$ cat config.mk
export PLATFORM = sky130hd
export DESIGN_NAME = fdiv_seq_flat
export DESIGN_NICKNAME = d
export VERILOG_FILES = /design/src/rtl/fdiv_seq_if.sv /design/src/rtl/fdiv_seq.sv /design/src/flat_wrapper.sv
export SDC_FILE = /design/constraint.sdc
export NUM_CORES = 1
export LEC_CHECK = 0
export CAP_MARGIN = 20
export CORE_UTILIZATION = 45
export DETAILED_ROUTE_END_ITERATION = 10
export PLACE_DENSITY = 0.66
export SYNTH_ARGS = -nofsm -noshare
export SYNTH_HDL_FRONTEND = slang
export SYNTH_SLANG_ARGS = --single-unit
$ cat constraint.sdc
create_clock -name clk -period 6 [get_ports clk]
set_input_delay 1.2 -clock clk [delete_from_list [all_inputs] [get_ports clk]]
set_output_delay 1.2 -clock clk [all_outputs]
set_load 0.1 [all_outputs]
$ cat src/rtl/fdiv_seq_if.sv
// Request/response bundle for fdiv_seq; exc exists only when FDIV_EXC_EN is defined.
// Operands and en travel master->slave; y/done/busy(/exc) travel slave->master.
// No flow control beyond busy: en offered while busy is dropped by the divider.
interface fdiv_seq_if #(
  parameter int EXP_W = 8,
  parameter int MAN_W = 23
);
  localparam int W = 1 + EXP_W + MAN_W;

  logic         en;
  logic [W-1:0] x1;
  logic [W-1:0] x2;
  logic [W-1:0] y;
  logic         done;
  logic         busy;
`ifdef FDIV_EXC_EN
  logic [2:0]   exc;

  modport master (output en, x1, x2, input y, done, busy, exc);
  modport slave  (input en, x1, x2, output y, done, busy, exc);
`else
  modport master (output en, x1, x2, input y, done, busy);
  modport slave  (input en, x1, x2, output y, done, busy);
`endif
endinterface

$ cat src/rtl/fdiv_seq.sv
// Sequential IEEE-style divider (restoring, RNE, denormals flushed); FDIV_EXC_EN adds exc flags.
// Latency: done pulses MAN_W+4 cycles after the accepting edge, special operands included.
// Backpressure: en is taken only while idle; requests during busy are dropped, en on done is accepted.
module fdiv_seq #(
  parameter int EXP_W = 8,
  parameter int MAN_W = 23
) (
  input  logic      clk,
  input  logic      rst,
  fdiv_seq_if.slave bus
);
  localparam int W     = 1 + EXP_W + MAN_W;
  localparam int XW    = EXP_W + 2;
  localparam int CNT_W = $clog2(MAN_W + 3);

  localparam logic [CNT_W-1:0]    CNT_LAST = CNT_W'(MAN_W + 2);
  localparam logic signed [XW-1:0] BIAS    = XW'(2**(EXP_W-1) - 1);
  localparam logic signed [XW-1:0] EXP_MAX = XW'(2**EXP_W - 1);
  localparam logic signed [XW-1:0] EXP_ZERO = '0;
  localparam logic [EXP_W-1:0]    EXP_ONES = '1;
  localparam logic [W-1:0]        QNAN     = {1'b0, {EXP_W{1'b1}}, 1'b1, {(MAN_W-1){1'b0}}};

  typedef enum logic [1:0] {S_IDLE, S_DIV, S_ROUND} state_t;

  state_t               r_state, w_state_nxt;
  logic [CNT_W-1:0]     r_cnt;
  logic [MAN_W+1:0]     r_rem;
  logic [MAN_W:0]       r_div;
  logic [MAN_W+2:0]     r_q;
  logic signed [XW-1:0] r_exp;
  logic                 r_sign;
  logic                 r_spc;
  logic [W-1:0]         r_spc_y;
  logic [W-1:0]         r_y;
  logic                 r_done;
  logic                 w_busy;
  logic                 w_accept;

  logic [EXP_W-1:0]     w_e1, w_e2;
  logic [MAN_W-1:0]     w_m1, w_m2;
  logic                 w_s;
  logic                 w_z1, w_z2, w_i1, w_i2, w_n1, w_n2;
  logic                 w_spc;
  logic [W-1:0]         w_spc_y;
  logic signed [XW-1:0] w_exp_d;

  logic                 w_qbit;
  logic [MAN_W:0]       w_rem_sub;

  logic                 w_norm, w_grd, w_stk, w_rnd;
  logic [MAN_W:0]       w_man;
  logic [MAN_W-1:0]     w_frac;
  logic                 w_carry;
  logic signed [XW-1:0] w_exp_f;
  logic [W-1:0]         w_y;

`ifdef FDIV_EXC_EN
  logic [2:0]           r_spc_exc;
  logic [2:0]           r_exc;
  logic [2:0]           w_spc_exc;
  logic                 w_ovf;
`endif

  // Operand unpack and class decode, used only on the accepting edge
  assign w_e1 = bus.x1[W-2:MAN_W];
  assign w_e2 = bus.x2[W-2:MAN_W];
  assign w_m1 = bus.x1[MAN_W-1:0];
  assign w_m2 = bus.x2[MAN_W-1:0];
  assign w_s  = bus.x1[W-1] ^ bus.x2[W-1];
  assign w_z1 = (w_e1 == '0);
  assign w_z2 = (w_e2 == '0);
  assign w_i1 = (w_e1 == EXP_ONES) && (w_m1 == '0);
  assign w_i2 = (w_e2 == EXP_ONES) && (w_m2 == '0);
  assign w_n1 = (w_e1 == EXP_ONES) && (w_m1 != '0);
  assign w_n2 = (w_e2 == EXP_ONES) && (w_m2 != '0);
  assign w_exp_d = $signed({2'b00, w_e1}) - $signed({2'b00, w_e2}) + BIAS;
  assign w_accept = (r_state == S_IDLE) && bus.en;

  always_comb begin
    w_spc   = 1'b0;
    w_spc_y = '0;
`ifdef FDIV_EXC_EN
    w_spc_exc = 3'b000;
`endif
    if (w_n1 || w_n2 || (w_z1 && w_z2) || (w_i1 && w_i2)) begin
      w_spc   = 1'b1;
      w_spc_y = QNAN;
`ifdef FDIV_EXC_EN
      w_spc_exc = 3'b100;
`endif
    end else if (w_i1) begin
      w_spc   = 1'b1;
      w_spc_y = {w_s, EXP_ONES, {MAN_W{1'b0}}};
    end else if (w_z2) begin
      w_spc   = 1'b1;
      w_spc_y = {w_s, EXP_ONES, {MAN_W{1'b0}}};
`ifdef FDIV_EXC_EN
      w_spc_exc = 3'b010;
`endif
    end else if (w_z1 || w_i2) begin
      w_spc   = 1'b1;
      w_spc_y = {w_s, {(W-1){1'b0}}};
    end
  end

  // Restoring step: partial remainder always stays below twice the divisor
  assign w_qbit    = (r_rem >= {1'b0, r_div});
  assign w_rem_sub = w_qbit ? (MAN_W+1)'(r_rem - {1'b0, r_div}) : r_rem[MAN_W:0];

  // Quotient lies in [0.5,2): top bit selects whether a 1-bit left shift is needed
  assign w_norm  = r_q[MAN_W+2];
  assign w_man   = w_norm ? r_q[MAN_W+2:2] : r_q[MAN_W+1:1];
  assign w_grd   = w_norm ? r_q[1] : r_q[0];
  assign w_stk   = (w_norm && r_q[0]) || (r_rem != '0);
  assign w_rnd   = w_grd && (w_stk || w_man[0]);
  assign w_carry = w_rnd && (&w_man);
  assign w_frac  = w_man[MAN_W-1:0] + {{(MAN_W-1){1'b0}}, w_rnd};
  assign w_exp_f = r_exp - XW'(!w_norm) + XW'(w_carry);

  always_comb begin
    if (r_spc)
      w_y = r_spc_y;
    else if (w_exp_f >= EXP_MAX)
      w_y = {r_sign, EXP_ONES, {MAN_W{1'b0}}};
    else if (w_exp_f <= EXP_ZERO)
      w_y = {r_sign, {(W-1){1'b0}}};
    else
      w_y = {r_sign, w_exp_f[EXP_W-1:0], w_frac};
  end

`ifdef FDIV_EXC_EN
  assign w_ovf = !r_spc && (w_exp_f >= EXP_MAX);
`endif

  always_ff @(posedge clk or posedge rst) begin
    if (rst)
      r_state <= S_IDLE;
    else
      r_state <= w_state_nxt;
  end

  always_comb begin
    w_state_nxt = r_state;
    case (r_state)
      S_IDLE:  if (bus.en) w_state_nxt = S_DIV;
      S_DIV:   if (r_cnt == CNT_LAST) w_state_nxt = S_ROUND;
      S_ROUND: w_state_nxt = S_IDLE;
      default: w_state_nxt = S_IDLE;
    endcase
  end

  always_comb begin
    w_busy = (r_state != S_IDLE);
  end

  always_ff @(posedge clk or posedge rst) begin
    if (rst) begin
      r_cnt     <= '0;
      r_rem     <= '0;
      r_div     <= '0;
      r_q       <= '0;
      r_exp     <= '0;
      r_sign    <= 1'b0;
      r_spc     <= 1'b0;
      r_spc_y   <= '0;
      r_y       <= '0;
      r_done    <= 1'b0;
`ifdef FDIV_EXC_EN
      r_spc_exc <= '0;
      r_exc     <= '0;
`endif
    end else begin
      r_done <= 1'b0;
      if (w_accept) begin
        r_rem   <= {1'b0, 1'b1, w_m1};
        r_div   <= {1'b1, w_m2};
        r_q     <= '0;
        r_cnt   <= '0;
        r_exp   <= w_exp_d;
        r_sign  <= w_s;
        r_spc   <= w_spc;
        r_spc_y <= w_spc_y;
`ifdef FDIV_EXC_EN
        r_spc_exc <= w_spc_exc;
        r_exc     <= '0;
`endif
      end else if (r_state == S_DIV) begin
        r_q   <= {r_q[MAN_W+1:0], w_qbit};
        r_rem <= {w_rem_sub, 1'b0};
        r_cnt <= r_cnt + 1'b1;
      end else if (r_state == S_ROUND) begin
        r_y    <= w_y;
        r_done <= 1'b1;
        r_cnt  <= '0;
`ifdef FDIV_EXC_EN
        r_exc  <= r_spc ? r_spc_exc : {2'b00, w_ovf};
`endif
      end
    end
  end

  assign bus.y    = r_y;
  assign bus.done = r_done;
  assign bus.busy = w_busy;
`ifdef FDIV_EXC_EN
  assign bus.exc  = r_exc;
`endif
endmodule
$ cat src/flat_wrapper.sv
// flat-port wrapper written by rule: the top's interface ports become plain ports
module fdiv_seq_flat 
#(
  parameter int EXP_W = 8,
  parameter int MAN_W = 23
)
  (clk, rst, bus_en, bus_x1, bus_x2, bus_y, bus_done, bus_busy);
  fdiv_seq_if #(.EXP_W(EXP_W), .MAN_W(MAN_W)) bus_i ();
  input  logic clk;
  input  logic rst;
  input wire logic [$bits(bus_i.en)-1:0] bus_en;
  input wire logic [$bits(bus_i.x1)-1:0] bus_x1;
  input wire logic [$bits(bus_i.x2)-1:0] bus_x2;
  output wire logic [$bits(bus_i.y)-1:0] bus_y;
  output wire logic [$bits(bus_i.done)-1:0] bus_done;
  output wire logic [$bits(bus_i.busy)-1:0] bus_busy;
  assign bus_i.en = bus_en;
  assign bus_i.x1 = bus_x1;
  assign bus_i.x2 = bus_x2;
  assign bus_y = bus_i.y;
  assign bus_done = bus_i.done;
  assign bus_busy = bus_i.busy;
  fdiv_seq #(.EXP_W(EXP_W), .MAN_W(MAN_W)) u_core (.clk(clk), .rst(rst), .bus(bus_i));
endmodule
==> results.py, run 1 <==
metrics = {
    "placed_design": {
        "port_buffers": 100,
        "place_congestion": 0.920,
        "place_area_um2": 10700,
        "post-dp-hpwl_um": 18100,
        "dp_slack_ns": 1.23,
    },
    "drt": {
        "vias_per_cell": 5.74,
        "wirelength_met1_um": 11600,
        "drc": 0,
        "wl_met2_um": 11400,
        "vias": 8402,
        "top_layer_used": "met4",
        "first_iter_violations": 462,
        "wl_per_cell_um": 16.7,
        "routed_wl_um": 24500,
        "wl_met3_um": 982,
        "ant_nets": 0,
        "drt-pass1-iter-count": 6,
    },
    "clock_tree": {
        "clk_path_buf_depth": 2,
        "htreeDepth": 4,
        "cts_buffers": 17,
        "clock-sinks": 130,
        "clock_latency_ns": 0.42,
        "clk_pin_slew_ns": 0.06,
        "cts_setup_buffers": 0,
        "cts.repair.resized": 0,
        "root_buffer": "clkbuf_16",
        "tritoncts": "done",
        "postCtsHoldBufs": 0,
    },
    "synth": {
        "synth-seq-area-share_pct": 34.0,
        "syn_area_um2": 9550,
        "synth_edf_count": 0,
        "syn-num-nets": 1240,
        "syn_area_per_cell_um2": 8.54,
        "synth-seq-cells": 130,
        "synth.distinct_cells": 78,
        "synth-main-ff-cell": "dfrtp_1",
        "syn_inst": 1119,
        "yosysWarningCount": 0,
        "async_flop_share_pct": 100,
    },
    "global_route": {
        "grt_max_degree": 101,
        "grt_usage_pct": 23.2,
        "grt-ovfl-total": 0,
        "grt_pass1_wl_um": 40400,
        "grt_pass1_vias": 7954,
        "antenna_found_initial": 0,
    },
    "power_and_ir_drop": {
        "p_leak_nw": 4.78,
        "p_per_area_nw_per_um2": 556,
        "vdd_ir_drop_max_mv": 0.284,
    },
    "sta": {
        "finalCritPeriodShare_pct": 80.9,
        "finalSetupViolCount": 0,
        "slew_viol_final": 0,
        "holdWs_ns": 0.459,
        "max_freq_ghz": 0.206,
        "hold_viol_final": 0,
        "rsz0062_at_grt": "false",
        "setup-tns-final_ns": 0,
        "skew_ns": 0.00852,
        "slew_headroom_pct": 33.5,
        "tightestPinTransition_ns": 0.998,
        "fin_crit_ns": 4.85,
        "setup_ws_ns": 1.15,
    },
    "critical_path": {
        "worstSetupEndpointType": "flop",
        "cp.arrival_ns": 5.11,
        "path_class": "reg2reg",
        "worst_setup_path_start_kind": "flop",
        "path_max_fanout": 23,
        "critPathRequiredTime_ns": 6.26,
    },
    "floorplanning": {
        "coreArea_um2": 20500,
        "ios": 101,
        "rows": 52,
        "dieArea_um2": 21800,
        "start_util_pct": 46.6,
        "die_w_um": 148,
        "die-height_um": 148,
    },
    "final_layout": {
        "fin_nets": 1306,
        "layout-area-overhead-vs-synth_pct": 17.6,
        "drive_gt1_share_pct": 5.10,
        "final_cell_area_um2": 11200,
        "n_antenna_cell": 0,
    },
    "worst_hold_path": {
        "hold_class": "reg2reg",
    },
    "job": {
        "max_cap_violations": 0,
    },
    "outcome": {
        "outcome": "complete, no violations",
    },
}
-- Yosys cell counts (all sizes together), types with 12 or more instances --
cell / instances / area share [%]
a211oi: 13 / 1.0
a21o: 12 / 0.94
a21oi: 74 / 3.9
and3: 13 / 0.85
buf: 24 / 1.3
clkbuf: 38 / 1.5
dfrtp: 130 / 34
ha: 51 / 6.7
inv: 93 / 3.7
mux2i: 57 / 6.0
nand2: 82 / 3.2
nand3: 39 / 2.0
nand4: 18 / 1.2
nor2: 84 / 3.3
nor2b: 14 / 0.92
nor3: 22 / 1.2
nor3b: 18 / 1.4
nor4: 24 / 1.6
o21ai: 77 / 4.0
o32ai: 20 / 1.8
xnor2: 35 / 3.2
xor2: 21 / 1.9
-- power by group --
group,switching [mW],internal [mW]
Combinational,2.47,1.47
Sequential,0.214,1.14
Clock,0.381,0.570
-- cells by family (layout without fill, tap and decap cells) --
kind of cell	Yosys count	count (layout)	synth area share, %
AOI/OAI and AO/OA	287	287	19.9
xor gates and xnor gates	56	56	5.13
adders and majority gates	54	54	7.31
buffers and inverters	156	232	6.50
DFF	130	130	34.0
muxes	61	61	6.44
and+or+nand+nor	375	375	20.6
-- layout by cell type, fill, tap and decap left out, drive strengths merged, types with 14 or more instances in the layout --
master,count
dfrtp,130
clkdlybuf4s50,100
inv,93
nor2,84
nand2,82
o21ai,77
a21oi,74
mux2i,57
ha,51
nand3,39
xnor2,35
nor4,24
nor3,22
xor2,21
o32ai,20
clkbuf,19
nor3b,18
nand4,18
nor2b,14
-- worst max-delay path: stages (launching register included) --
cell and delay [ns]:
dfrtp_1 0.50, buf_4 0.30, mux2i_1 0.10, nor2b_1 0.29, nand4_1 0.22, nor4_1 0.41, ha_1 0.28, inv_1 0.07
fa_1 0.39, nor2b_1 0.19, o21ai_0 0.16, nand3_1 0.11, nand3_1 0.13, or4_4 0.58, o31ai_4 0.75, o32ai_1 0.20
-- worst paths after layout --
| check | slack, ns | endpoint | start | depth (start not counted) |
|---|---|---|---|---|
| worst min-delay path | 0.46 | u_core.r_div[23]$_DFFE_PP0P_ | u_core.r_div[23]$_DFFE_PP0P_ | 2 |
| worst min register to register | 0.46 | u_core.r_div[23]$_DFFE_PP0P_ | u_core.r_div[23]$_DFFE_PP0P_ | 2 |
| min in group asynchronous | 1.24 | u_core.r_exp[9]$_DFFE_PP0P_ | rst | 2 |
| worst max-delay path | 1.15 | u_core.bus.y[16]$_DFFE_PP0P_ | u_core.r_q[25]$_DFFE_PP0P_ | 15 |
| worst max register to register | 1.15 | u_core.bus.y[16]$_DFFE_PP0P_ | u_core.r_q[25]$_DFFE_PP0P_ | 15 |
| max in group asynchronous | 3.71 | u_core.r_q[12]$_DFFE_PP0P_ | rst | 3 |
-- metal layers --
metal,vias to the layer above,global-route usage [%]
met4,0,8.04
met1,3998,31.2
met3,31,3.18
met2,202,38.3
li1,4171,-
met5,-,0
-- state kept, by name, indices dropped and copies added (netlist names) --
| name | cells |
|---|---|
| u_core.r_sign | 1 |
| u_core.r_state | 2 |
| u_core.r_cnt | 5 |
| u_core.r_rem | 25 |
| u_core.r_spc_y | 3 |
| u_core.bus.done | 1 |
| u_core.r_exp | 10 |
| u_core.bus.y | 32 |
| u_core.r_div | 24 |
| u_core.r_q | 26 |
| u_core.r_spc | 1 |
-- cell type report --
| type | count | area (um^2) |
|---|---|---|
| sequential | 130 | 3250 |
| fill | 1906 | 9260 |
| multi-input combinational | 833 | 5690 |
| tap | 270 | 338 |
| inverter | 94 | 355 |
| timing repair buffer | 109 | 1070 |
| clock inverter | 10 | 90.1 |
| clock buffer | 19 | 443 |
-- per-stage QoR --
stage          std cells  power, mW  util (%)
2_1_floorplan       1119       4.36         -
3_3_place_gp        1435       5.20      52.2
3_5_place_dp        1436       5.24      52.2
4_1_cts             1465       6.23      54.8
5_1_grt             1465       6.75      54.8
6_report            1465       6.25      54.8
(Power assumes the default switching activity.)
==> inputs of run 2 (changes only) <==
==> constraint.sdc (replaced) <==
create_clock -name clk -period 4.95 [get_ports clk]
set_input_delay 0.99 -clock clk [delete_from_list [all_inputs] [get_ports clk]]
set_output_delay 0.99 -clock clk [all_outputs]
set_load 0.1 [all_outputs]
==> results.py, run 2 (same netlist as run 1, synthesis figures left out) <==
metrics = {
    "critical_path": {
        "worst_setup_path_start_kind": "flop",
        "slowest_delay_ns": 0.52,
        "r2r-start": "u_core.r_q[25]$_DFFE_PP0P_",
        "worstSetupEndpointType": "flop",
        "r2r_end": "u_core.bus.y[10]$_DFFE_PP0P_",
        "crit_family": "simple AND/OR/NAND/NOR gates",
        "cp.buffers_inverters": 3,
        "worstRegToRegCells": 14,
        "r2r_slack_ns": 0.56,
        "path_max_fanout": 39,
        "path_class": "reg2reg",
        "crit_chain": "buf_12 > mux2i_1 > nor2b_1 > nand4_1 > nor4_1 > ha_1 > inv_1 > fa_1 > xnor2_1 > or4b_1 > or4_4 > o31ai_4 > buf_4 > o32ai_1",
        "cpMaxStageDelayCell": "dfrtp_1",
        "cp.arrival_ns": 4.66,
        "critPathRequiredTime_ns": 5.22,
    },
    "floorplanning": {
        "start_util_pct": 46.6,
        "ios": 101,
        "rows": 52,
        "die-height_um": 148,
        "die_w_um": 148,
        "dieArea_um2": 21800,
        "coreArea_um2": 20500,
    },
    "job": {
        "max_cap_violations": 0,
    },
    "power_and_ir_drop": {
        "swShare_pct": 48.5,
        "p_int_mw": 4.00,
        "p_leak_nw": 4.82,
        "p_seq_share_pct": 21.2,
        "p_sw_mw": 3.77,
        "vdd_ir_drop_max_mv": 0.417,
        "clkPwrFrac_pct": 17.1,
        "p_comb_share_pct": 61.7,
        "p_per_area_nw_per_um2": 685,
    },
    "global_route": {
        "grt_max_degree": 102,
        "grt_pass1_wl_um": 41100,
        "grt-ovfl-total": 0,
        "grt_util_met2_pct": 38.8,
        "grt_busiest_layer": "met2",
        "grt_pass1_vias": 7957,
        "antenna_found_initial": 0,
        "grt_usage_pct": 23.6,
        "grt_util_met1_pct": 32.4,
        "met3_usage_pct": 3.30,
    },
    "drt": {
        "vias_per_cell": 5.76,
        "vias": 8450,
        "drc": 0,
        "first_iter_violations": 560,
        "ant_nets": 0,
        "drt-pass1-iter-count": 7,
        "wl_per_cell_um": 17.0,
        "routed_wl_um": 25000,
    },
    "final_layout": {
        "final_cell_mix": "dfrtp_1, clkdlybuf4s50_1, inv_1",
        "final_cell_area_um2": 11300,
        "n_antenna_cell": 0,
        "final_common_cell": "dfrtp_1",
        "final_util_pct": 55.3,
        "drive_gt1_share_pct": 5.34,
        "fin_nets": 1306,
        "layout-area-overhead-vs-synth_pct": 18.6,
        "largest_reg_flops": 32,
    },
    "sta": {
        "setup_ws_ns": 0.561,
        "max_freq_ghz": 0.228,
        "setup-tns-final_ns": 0,
        "finalSetupViolCount": 0,
        "hold_viol_final": 0,
        "finalCritPeriodShare_pct": 88.7,
        "skew_ns": 0.0142,
        "slew_viol_final": 0,
        "slew_headroom_pct": 34.0,
        "rsz0062_at_grt": "false",
        "tightestPinTransition_ns": 0.987,
        "fin_crit_ns": 4.39,
    },
    "placed_design": {
        "dp_slack_ns": 0.571,
        "post-dp-hpwl_um": 18500,
        "place_congestion": 0.935,
        "place_area_um2": 10700,
        "port_buffers": 100,
    },
    "clock_tree": {
        "clk_pin_slew_ns": 0.06,
        "cts_buffers": 17,
        "cts.repair.resized": 0,
        "cts_setup_buffers": 0,
        "clock_latency_ns": 0.42,
        "tritoncts": "done",
        "clk_path_buf_depth": 2,
        "postCtsHoldBufs": 0,
        "htreeDepth": 4,
        "clock-sinks": 130,
        "root_buffer": "clkbuf_16",
    },
    "worst_hold_path": {
        "min_to": "u_core.r_spc_y[22]$_DFFE_PP0P_",
        "hp-start": "u_core.r_spc_y[22]$_DFFE_PP0P_",
        "worstHoldPathCells": 2,
        "hold_class": "reg2reg",
    },
    "outcome": {
        "outcome": "complete, no violations",
    },
}
## run 2: area by class of cell
cell class	instances	area, um^2
fill	1920	9160
multi-input combinational	833	5690
sequential	130	3250
timing repair buffer	109	1080
clock buffer	21	470
inverter	94	355
tap	270	338
clock inverter	11	153
## run 2: per-stage QoR
stage               total power, mW  instances  hold WS [ns]
floorplan                      5.29       1119         0.418
global placement               6.34       1436         0.434
detailed placement             6.36       1436         0.470
CTS                            7.75       1468         0.484
global route                   8.35       1468         0.510
finish                         7.77       1468         0.478
## run 2: worst max-delay path by stage
| stage | start | endpoint | slack, ns | cells past startpoint |
|---|---|---|---|---|
| 6_report | u_core.r_q[25]$_DFFE_PP0P_ | u_core.bus.y[10]$_DFFE_PP0P_ | 0.56 | 14 |
| 3_5_place_dp | u_core.r_q[25]$_DFFE_PP0P_ | u_core.bus.y[10]$_DFFE_PP0P_ | 0.57 | 14 |
| 3_3_place_gp | u_core.r_q[25]$_DFFE_PP0P_ | u_core.bus.y[14]$_DFFE_PP0P_ | 0.74 | 14 |
| 5_1_grt | u_core.r_q[25]$_DFFE_PP0P_ | u_core.bus.y[17]$_DFFE_PP0P_ | 0.32 | 16 |
| 2_1_floorplan | rst | u_core.bus.done$_DFF_PP0_ | 0.49 | 1 |
| 4_1_cts | u_core.r_q[25]$_DFFE_PP0P_ | u_core.bus.y[10]$_DFFE_PP0P_ | 0.58 | 14 |
## run 2: worst reg2reg max path: cells and delay by family (launching register included)
kind / cells / cell delay, ns
simple gates: 5 / 1.84
fa+ha+maj: 2 / 0.66
buf+inv: 3 / 0.62
flops: 1 / 0.52
compound gates: 2 / 0.32
xor+xnor: 1 / 0.17
mux: 1 / 0.12
## run 2: metal layers
metal  up-vias  part of all wire (%)
met1      4029                    47
li1       4178                     -
met3        28                   3.9
met5         -                     0
met2       215                    47
met4         0                   1.5
## run 2: power groups by stage
stage          Sequential, mW  Clock, mW  Combinational (mW)
2_1_floorplan            1.82          0                3.47
3_3_place_gp             1.65          0                4.68
3_5_place_dp             1.66          0                4.70
4_1_cts                  1.64       1.35                4.75
5_1_grt                  1.69       1.40                5.26
6_report                 1.65       1.33                4.79
==> inputs of run 3 (changes only) <==
--- a/config.mk
+++ b/config.mk
@@ -8,7 +8,9 @@
 export CAP_MARGIN = 20
 export CORE_UTILIZATION = 45
 export DETAILED_ROUTE_END_ITERATION = 10
+export GPL_ROUTABILITY_DRIVEN = 1
 export PLACE_DENSITY = 0.66
 export SYNTH_ARGS = -nofsm -noshare
 export SYNTH_HDL_FRONTEND = slang
 export SYNTH_SLANG_ARGS = --single-unit
+export TNS_END_PERCENT = 30
==> results of run 3 <==
No change in the layout: final DEF, timing and power equal those of run 2.
